## src/rtl/mul_pkg.sv

```systemverilog
// Shared definitions for the multiply functional-unit controller.
// Default operand and tag widths, the stage record and the minimum legal latency.
package mul_pkg;

  localparam int unsigned MUL_XLEN        = 32;
  localparam int unsigned MUL_TAG_W       = 4;
  localparam int unsigned MUL_MIN_LATENCY = 2;

  typedef struct packed {
    logic                 valid;
    logic [MUL_TAG_W-1:0] tag;
    logic                 hi;
    logic [MUL_XLEN-1:0]  data;
  } mul_stage_t;

endpackage

```

## src/rtl/mul_pipe_stage.sv

```systemverilog
// One elastic register stage: loads when empty or when its content moves downstream.
// A flush clears the valid flag; the payload may keep stale contents.
module mul_pipe_stage
  import mul_pkg::*;
#(
  parameter int unsigned W = MUL_XLEN
) (
  input  logic         clk,
  input  logic         rst_n,
  input  logic         i_flush,
  input  logic         i_valid,
  input  logic [W-1:0] i_data,
  input  logic         i_ready,
  output logic         o_valid,
  output logic [W-1:0] o_data
);

  logic         r_valid;
  logic [W-1:0] r_data;
  logic         w_load;

  assign w_load = !r_valid | i_ready;

  always_ff @(posedge clk or negedge rst_n) begin
    if (!rst_n) begin
      r_valid <= 1'b0;
      r_data  <= '0;
    end else if (i_flush) begin
      r_valid <= 1'b0;
    end else if (w_load) begin
      r_valid <= i_valid;
      if (i_valid) begin
        r_data <= i_data;
      end
    end
  end

  assign o_valid = r_valid;
  assign o_data  = r_data;

endmodule

```

## src/rtl/mul_fu_ctrl.sv

```systemverilog
// Multiply functional-unit controller: operand stage S0 feeds the external Wallace
// multiplier, LATENCY-1 elastic stages carry {tag, result half} to the CDB.
module mul_fu_ctrl
  import mul_pkg::*;
#(
  parameter int unsigned XLEN    = MUL_XLEN,
  parameter int unsigned TAG_W   = MUL_TAG_W,
  parameter int unsigned LATENCY = 3
) (
  input  logic                           clk,
  input  logic                           rst_n,
  input  logic                           flush,
  input  logic                           in_valid,
  output logic                           in_ready,
  input  logic [TAG_W-1:0]               in_tag,
  input  logic [XLEN-1:0]                in_a,
  input  logic [XLEN-1:0]                in_b,
  input  logic                           in_hi,
  output logic [XLEN-1:0]                mul_a,
  output logic [XLEN-1:0]                mul_b,
  input  logic [2*XLEN-1:0]              mul_prod,
  output logic                           cdb_req,
  input  logic                           cdb_grant,
  output logic [TAG_W-1:0]               cdb_tag,
  output logic [XLEN-1:0]                cdb_data,
  output logic [$clog2(LATENCY+1)-1:0]   busy_cnt,
  output logic [31:0]                    done_cnt
);

  localparam int unsigned PW    = TAG_W + XLEN;
  localparam int unsigned CNT_W = $clog2(LATENCY+1);

  if (LATENCY < MUL_MIN_LATENCY) begin : g_bad_latency
    $error("mul_fu_ctrl: LATENCY below minimum");
  end

  logic             r_s0_valid;
  logic [TAG_W-1:0] r_s0_tag;
  logic             r_s0_hi;
  logic [XLEN-1:0]  r_a;
  logic [XLEN-1:0]  r_b;
  logic [31:0]      r_done_cnt;

  logic [LATENCY-1:0] w_v;
  logic [LATENCY:0]   w_rdy;
  logic [PW-1:0]      w_pl [LATENCY];
  logic               w_xfer;
  logic [CNT_W-1:0]   w_busy;

  assign cdb_req = w_v[LATENCY-1] & !flush;
  assign w_xfer  = cdb_req & cdb_grant;

  // Ready chain from the CDB grant back to S0; w_rdy[i] means stage i loads this cycle.
  always_comb begin
    w_rdy          = '0;
    w_rdy[LATENCY] = w_xfer;
    for (int unsigned k = 0; k < LATENCY; k++) begin
      w_rdy[LATENCY-1-k] = !w_v[LATENCY-1-k] | w_rdy[LATENCY-k];
    end
  end

  assign in_ready = w_rdy[0];

  always_ff @(posedge clk or negedge rst_n) begin
    if (!rst_n) begin
      r_s0_valid <= 1'b0;
      r_s0_tag   <= '0;
      r_s0_hi    <= 1'b0;
      r_a        <= '0;
      r_b        <= '0;
    end else if (flush) begin
      r_s0_valid <= 1'b0;
    end else if (w_rdy[0]) begin
      r_s0_valid <= in_valid;
      if (in_valid) begin
        r_s0_tag <= in_tag;
        r_s0_hi  <= in_hi;
        r_a      <= in_a;
        r_b      <= in_b;
      end
    end
  end

  assign w_v[0] = r_s0_valid;
  assign mul_a  = r_a;
  assign mul_b  = r_b;

  // Result half is chosen here, so later stages only carry XLEN bits.
  assign w_pl[0] = {r_s0_tag, r_s0_hi ? mul_prod[2*XLEN-1:XLEN] : mul_prod[XLEN-1:0]};

  for (genvar i = 1; i < LATENCY; i++) begin : g_stage
    mul_pipe_stage #(
      .W (PW)
    ) u_stage (
      .clk     (clk),
      .rst_n   (rst_n),
      .i_flush (flush),
      .i_valid (w_v[i-1]),
      .i_data  (w_pl[i-1]),
      .i_ready (w_rdy[i+1]),
      .o_valid (w_v[i]),
      .o_data  (w_pl[i])
    );
  end

  assign cdb_tag  = w_pl[LATENCY-1][PW-1:XLEN];
  assign cdb_data = w_pl[LATENCY-1][XLEN-1:0];

  always_comb begin
    w_busy = '0;
    for (int unsigned i = 0; i < LATENCY; i++) begin
      w_busy = w_busy + CNT_W'(w_v[i]);
    end
  end

  assign busy_cnt = w_busy;

  always_ff @(posedge clk or negedge rst_n) begin
    if (!rst_n) begin
      r_done_cnt <= '0;
    end else if (w_xfer) begin
      r_done_cnt <= r_done_cnt + 32'd1;
    end
  end

  assign done_cnt = r_done_cnt;

endmodule

```

## config.mk

```make
export PLATFORM = sky130hd
export DESIGN_NAME = mul_fu_ctrl
export DESIGN_NICKNAME = d
export VERILOG_FILES = /design/src/rtl/mul_pkg.sv /design/src/rtl/mul_pipe_stage.sv /design/src/rtl/mul_fu_ctrl.sv
export SDC_FILE = /design/constraint.sdc
export NUM_CORES = 1
export LEC_CHECK = 0
export ABC_AREA = 1
export CORE_ASPECT_RATIO = 0.9
export CORE_MARGIN = 2
export CORE_UTILIZATION = 49
export DETAILED_ROUTE_END_ITERATION = 8
export HOLD_SLACK_MARGIN = 0.15
export PLACE_DENSITY = 0.95
export SLEW_MARGIN = 30
export SYNTH_ARGS = -nofsm -noshare
export SYNTH_HDL_FRONTEND = slang
export SYNTH_SLANG_ARGS = --single-unit
```

## constraint.sdc

```tcl
create_clock -name clk -period 2.3 [get_ports clk]
set_clock_uncertainty 0.1 [all_clocks]
set_input_delay 0.46 -clock clk [delete_from_list [all_inputs] [get_ports clk]]
set_output_delay 0.46 -clock clk [all_outputs]
set_load 0.05 [all_outputs]
```

==> results of run 1 <==
-- final timing paths --
check	from	cells after the start	endpoint	slack, ps
max	done_cnt[13]	1	done_cnt[13]	40
min	rst_n	2	done_cnt[30]	340
max reg2reg	done_cnt[13]	7	done_cnt[27]	460
min reg2reg	mul_a[14]	2	mul_a[14]	380
max in group asynchronous	rst_n	3	r_s0_hi	1030
min in group clk	mul_a[14]	2	mul_a[14]	380
-- placed cells by master (no fill, tap or decap), types with 6 or more instances in the layout --
cell type,count
nor3_1,6
inv_1,179
dlymetal6s2s_1,12
o211ai_1,32
nand2_1,215
buf_4,13
xor2_1,9
xnor2_1,12
o21ai_1,51
buf_12,9
o21ai_0,93
nand4_1,10
inv_6,7
nor2_1,32
nand3_1,22
dfrtp_1,175
clkbuf_16,17
clkdlybuf4s50_1,252
-- cells in the mapped netlist --
cell,n,share of area [%]
nand2_1,215,11
inv_1,179,8.8
dfrtp_1,176,58
o21ai_0,93,6.1
o21ai_1,51,3.3
nor2_1,32,1.6
o211ai_1,32,3.1
nand3_1,23,1.5
clkbuf_1,19,0.93
xnor2_1,12,1.4
nand4_1,10,0.82
buf_2,9,0.59
buf_4,9,0.88
xor2_1,9,1.0
nor3_1,6,0.39
nand3_2,2,0.26
nor2_2,2,0.16
fa_1,1,0.26
ha_1,1,0.16
inv_2,1,0.049
nand2_2,1,0.082
nand3b_1,1,0.098
nor3_2,1,0.13
o21bai_1,1,0.098
-- cell type report --
| class | count | share of cell area, % |
|---|---|---|
| tap | 202 | 2.23 |
| timing repair buffer | 292 | 26.5 |
| inverter | 180 | 5.97 |
| sequential | 176 | 38.9 |
| clock inverter | 15 | 1.47 |
| multi-input combinational | 493 | 21.1 |
| clock buffer | 17 | 3.76 |
-- state kept, by name, indices dropped and copies added (netlist names) --
signal                   cells
mul_a                       32
mul_b                       32
r_s0_valid                   1
g_stage.u_stage.o_valid      2
r_s0_hi                      1
r_s0_tag                     4
done_cnt                    32
g_stage.u_stage.o_data      72
-- worst register-to-register path: cells and delay by family (launching register included) --
kind             cells  cell delay (ps)
DFF                  1              420
and+or+nand+nor      7             1220
-- power groups by stage --
stage / Sequential, mW / Clock, mW / Combinational, mW
2_1_floorplan: 5.06 / 0 / 0.549
3_3_place_gp: 3.88 / 0 / 2.89
3_5_place_dp: 3.90 / 0 / 2.96
4_1_cts: 3.86 / 2.93 / 2.99
5_1_grt: 3.92 / 3.06 / 3.14
6_report: 3.86 / 2.88 / 2.96
-- cell families (layout without fill, tap and decap cells) --
| family | Yosys count | in the layout |
|---|---|---|
| fa+ha+maj | 2 | 2 |
| flops | 176 | 176 |
| simple gates | 293 | 293 |
| buf+inv | 217 | 504 |
| xor+xnor | 21 | 21 |
| compound gates | 177 | 177 |
-- repair_timing --
action,4_1_cts,5_1_grt
resized for setup,4,12
hold endpoints to repair,108,0
setup endpoints to repair,4,12
hold buffers,1,0
-- layer usage --
metal | part of all wire [%] | GRT usage [%]
met1 | 40 | 29.8
met2 | 50 | 43.1
met3 | 7.4 | 6.98
met4 | 2.9 | 10.7
met5 | 0 | 0
==> reports/results.tsv, run 1 <==
stage	metric	value	unit
sta	Slew HR	54.1	%
placed_design	post-DP HPWL	14600	um
critical_path	startpoint types	register	
grt	GRT Residual Overflow	0	
logic_synthesis	warnings from Yosys	0	
pwr	Sequential Power Share	39.8	%
clocking	Worst-Skew Late Latency	430	ps
drt	Iteration-0 DRC Markers	484	
placed_design	Port Buffers	273	
drt	Wirelength per Cell	14.5	um
critical_path	CP Buf/Inv Count	1	
critical_path	Worst Path Max Fanout	4	
drt	drt total wl	19900	um
cells_and_area	area of all sequential standard cells	0.00441	mm^2
sta	worst slew pin tran	688	ps
grt	first-pass GRT wire length	32800	um
placed_design	Final Wtd Congestion	0.897	
drt	DRT Pass-1 Iters	8	
cells_and_area	Multi-input gate area	0.00239	mm^2
clocking	CTS root buf	clkbuf_16	
floorplanning	Initial Util	49.8	%
logic_synthesis	Syn Area/Cell	8.62	um^2
floorplanning	Die Span Y	122	um
clocking	clock transition at the registers of the reported paths	70	ps
cells_and_area	Syn-to-layout area delta	48.2	%
sta	fin crit period	2260	ps
pwr	leakage power	5.62	nW
clocking	CTS sink cnt	176	
floorplanning	DIE WIDTH	136	um
floorplanning	FP Rows	43	
critical_path	delay-heaviest family, CP	buffers and inverters	
clocking	Max clock buf depth	2	
logic_synthesis	Syn Nets	1026	
clocking	CTS Buf Count	17	
critical_path	CP Capture Type	primary output	
pwr	Psw	3.53	mW
clocking	postcts setup bufs	0	
clocking	TritonCTS clock tree	done	
drt	Via density	4.93	
cells_and_area	Non-Filler Instances	1375	
floorplanning	CORE AREA	0.0153	mm^2
logic_synthesis	Synth Area in Compound Gates	12.7	%
sta	f_max	0.443	GHz
pwr	combinational share of power	30.5	%
run_status	outcome	finished, final reports clean	
logic_synthesis	Synth Area in Adders	0.426	%
placed_design	Inst Count DP	1342	
drt	DRC	0	
cells_and_area	Filler cells	1023	
cells_and_area	Ant. Diodes	0	
critical_path	Crit path largest cell delay	850	ps
logic_synthesis	mux cell area share after synthesis	0	%
drt	DR vias	6780	
logic_synthesis	Synth Area in Simple Gates	15.6	%
logic_synthesis	Synth Area in XOR/XNOR	2.41	%
sta	Tcrit/Tclk final	98.1	%
pwr	switching share of power	36.4	%
pwr	Int Pwr	6.16	mW
job	Max Cap Viol	0	
sta	Final Hold Fails	0	
critical_path	Setup CP Type	register to primary output	
sta	WHS	342	ps
floorplanning	IO Count	274	
cells_and_area	share of layout cells above drive strength 1	5.46	%
pwr	PD cells	856	mW/mm^2
grt	antenna violations before repair	0	
critical_path	CP max stage cell	clkdlybuf4s50_1	
logic_synthesis	largest family of logic cells by synthesized area	simple AND/OR/NAND/NOR gates	
logic_synthesis	Synth cell types	24	
grt	number of global-route vias before repair	6985	
cells_and_area	final layout net count	1300	
placed_design	dpl ws	19.4	ps
sta	Final Setup Violations	0	
grt	largest net degree at the start of global routing	83	
drt	Antenna Violating Nets Remaining	0	
logic_synthesis	FF+latch count, synth	176	
critical_path	CP Cell Sequence	clkdlybuf4s50_1	
floorplanning	die footprint	0.0166	mm^2
sta	setup_tns	0	ps
placed_design	area post-placement	0.0107	mm^2
logic_synthesis	register area share after synthesis	57.6	%
critical_path	Worst Path Required	1740	ps
grt	total track usage	25.1	%
critical_path	arrival time at the worst endpoint	1700	ps
sta	fin. max-slew vios	0	
cells_and_area	fin area	0.0113	mm^2
worst_hold_path	Hold Crit Class	input pin to async pin	
cells_and_area	final core occ	73.9	%
logic_synthesis	synthesized instance count	886	
pwr	Clk pwr share	29.7	%
logic_synthesis	Mapped Area	0.00764	mm^2
clocking	H-tree Lvls	4	
pwr	VDD IR max	0.606	mV
pwr	total design power	9.70	mW
sta	Final WS setup	43.5	ps
No activity file was read; power rests on OpenSTA's default activity.
==> run 2: changes to the inputs <==
==> constraint.sdc (replaced) <==
create_clock -name clk -period 2.3 [get_ports clk]
set_clock_uncertainty 0.1 [all_clocks]
set_input_delay 0.23 -clock clk [delete_from_list [all_inputs] [get_ports clk]]
set_output_delay 0.23 -clock clk [all_outputs]
set_load 0.05 [all_outputs]
==> run 2 against run 1 <==
Fmax increased by 8.0%. Cell area decreased by 0.24%. Worst hold slack lost 100 ps. Clock power up 2%. Die area did not move. Via count shrank 0.84%. Sequential share of layout area grew 0.095 points. Core utilization decreased by 0.18 points. Largest power group unchanged.
==> reports/results.tsv, run 2 (synthesized netlist as in run 1, its figures left out) <==
stage	metric	value	unit
run_status	outcome	finished, final reports clean	
grt	antenna violations before repair	0	
sta	worst slew pin tran	589	ps
placed_design	Port Buffers	273	
critical_path	Setup CP Type	register to primary output	
cells_and_area	Non-Filler Instances	1371	
clocking	Max clock buf depth	2	
sta	Final Hold Fails	0	
critical_path	arrival time at the worst endpoint	1760	ps
cells_and_area	max FFs per register	72	
cells_and_area	fin area	0.0113	mm^2
pwr	VDD IR max	0.552	mV
clocking	CTS root buf	clkbuf_16	
grt	largest net degree at the start of global routing	74	
grt	first-pass GRT wire length	31900	um
worst_hold_path	Hold Crit Class	input pin to register	
drt	Wirelength per Cell	14.0	um
critical_path	CP Capture Type	primary output	
floorplanning	CORE AREA	0.0153	mm^2
sta	f_max	0.478	GHz
critical_path	Crit path largest cell delay	860	ps
grt	number of global-route vias before repair	6842	
critical_path	CP Cell Sequence	clkdlybuf4s50_1	
cells_and_area	commonest non-fill, non-tap cells in the layout	clkdlybuf4s50_1 (268), nand2_1 (215), inv_1 (179)	
drt	Antenna Violating Nets Remaining	0	
critical_path	Worst Path Required	1970	ps
clocking	CTS Buf Count	17	
sta	setup_tns	0	ps
cells_and_area	area of all sequential standard cells	0.00441	mm^2
placed_design	post-DP HPWL	14100	um
floorplanning	FP Rows	43	
drt	drt total wl	19200	um
drt	DR vias	6723	
pwr	total design power	9.73	mW
cells_and_area	share of layout cells above drive strength 1	5.05	%
sta	Slew HR	60.7	%
sta	Final Setup Violations	0	
cells_and_area	Syn-to-layout area delta	47.9	%
floorplanning	IO Count	274	
cells_and_area	Filler cells	1058	
placed_design	Final Wtd Congestion	0.889	
sta	Tcrit/Tclk final	90.9	%
drt	DRC	0	
sta	unrepaired setup endpoints after global routing	false	
drt	Via density	4.90	
cells_and_area	Ant. Diodes	0	
cells_and_area	final layout net count	1296	
clocking	Worst-Skew Late Latency	420	ps
clocking	CTS sink cnt	176	
sta	fin crit period	2090	ps
drt	Iteration-0 DRC Markers	402	
drt	DRT Pass-1 Iters	5	
sta	fin. max-slew vios	0	
critical_path	Worst Path Max Fanout	6	
sta	Final WS setup	210	ps
grt	total track usage	24.4	%
grt	GRT Residual Overflow	0	
floorplanning	die footprint	0.0166	mm^2
critical_path	CP Buf/Inv Count	1	
pwr	leakage power	5.43	nW
job	Max Cap Viol	0	
cells_and_area	Multi-input gate area	0.00239	mm^2
placed_design	area post-placement	0.0107	mm^2
cells_and_area	most common cell after layout, fill and taps aside	clkdlybuf4s50_1	
floorplanning	Initial Util	49.8	%
pwr	PD cells	861	mW/mm^2
placed_design	Inst Count DP	1338	
clocking	TritonCTS clock tree	done	
critical_path	startpoint types	register	
clocking	postcts setup bufs	0	
critical_path	delay-heaviest family, CP	buffers and inverters	
floorplanning	DIE WIDTH	136	um
critical_path	CP max stage cell	clkdlybuf4s50_1	
floorplanning	Die Span Y	122	um
placed_design	dpl ws	45.1	ps
clocking	H-tree Lvls	4	
clocking	clock transition at the registers of the reported paths	70	ps
## run 2: cell types whose count changed in the layout (fill, tap and decap cells not counted), sizes merged
cell,delta
buf,-5
bufinv,+1
clkbuf,+1
clkdlybuf4s50,+16
clkinv,-1
clkinvlp,-1
dlygate4sd2,-3
dlymetal6s2s,-12
## run 2: worst paths after layout
kind | depth (start not counted) | end | slack [ps] | startpoint
setup / recovery | 1 | done_cnt[10] | 210 | done_cnt[10]
hold / removal | 3 | mul_a[22] | 240 | in_a[22]
setup reg to reg | 7 | done_cnt[27] | 350 | done_cnt[13]
hold reg to reg | 2 | g_stage[2].u_stage.o_data[13] | 380 | g_stage[2].u_stage.o_data[13]
max in group asynchronous | 3 | g_stage[1].u_stage.o_data[34] | 1110 | rst_n
min in group asynchronous | 2 | done_cnt[29] | 260 | rst_n
## run 2: metrics by stage
stage               hold slack, ps  util, %
finish                         237     73.7
floorplan                     -166        -
global placement               160     69.7
CTS                            217     73.7
detailed placement             159     69.7
global route                   238     73.7
## run 2: final cells by class
type / instances / area share (%)
timing repair buffer: 288 / 26.2
sequential: 176 / 39.0
clock inverter: 14 / 1.47
multi-input combinational: 493 / 21.2
tap: 202 / 2.24
inverter: 180 / 5.98
clock buffer: 18 / 3.89
## run 2: where the power goes
group | switching (mW) | total, mW | leakage (nW) | internal (mW)
Sequential | 0.257 | 3.83 | 2.22 | 3.58
Clock | 1.26 | 2.94 | 0.300 | 1.67
Combinational | 1.93 | 2.96 | 2.91 | 1.04
Total | 3.44 | 9.73 | 5.43 | 6.28
## run 2: routing by layer
layer	share of wire [%]	track usage [%]	routed length (um)
met5	0	0	0
met4	2.5	9.24	486
met3	8.2	7.72	1580
met2	49	41.0	9410
met1	40	29.6	7730
## run 2: repair_timing
action                     4_1_cts  5_1_grt
setup endpoints to repair        1        0
hold endpoints to repair        63        0
gates resized for setup          1        0
hold buffers                     1        0
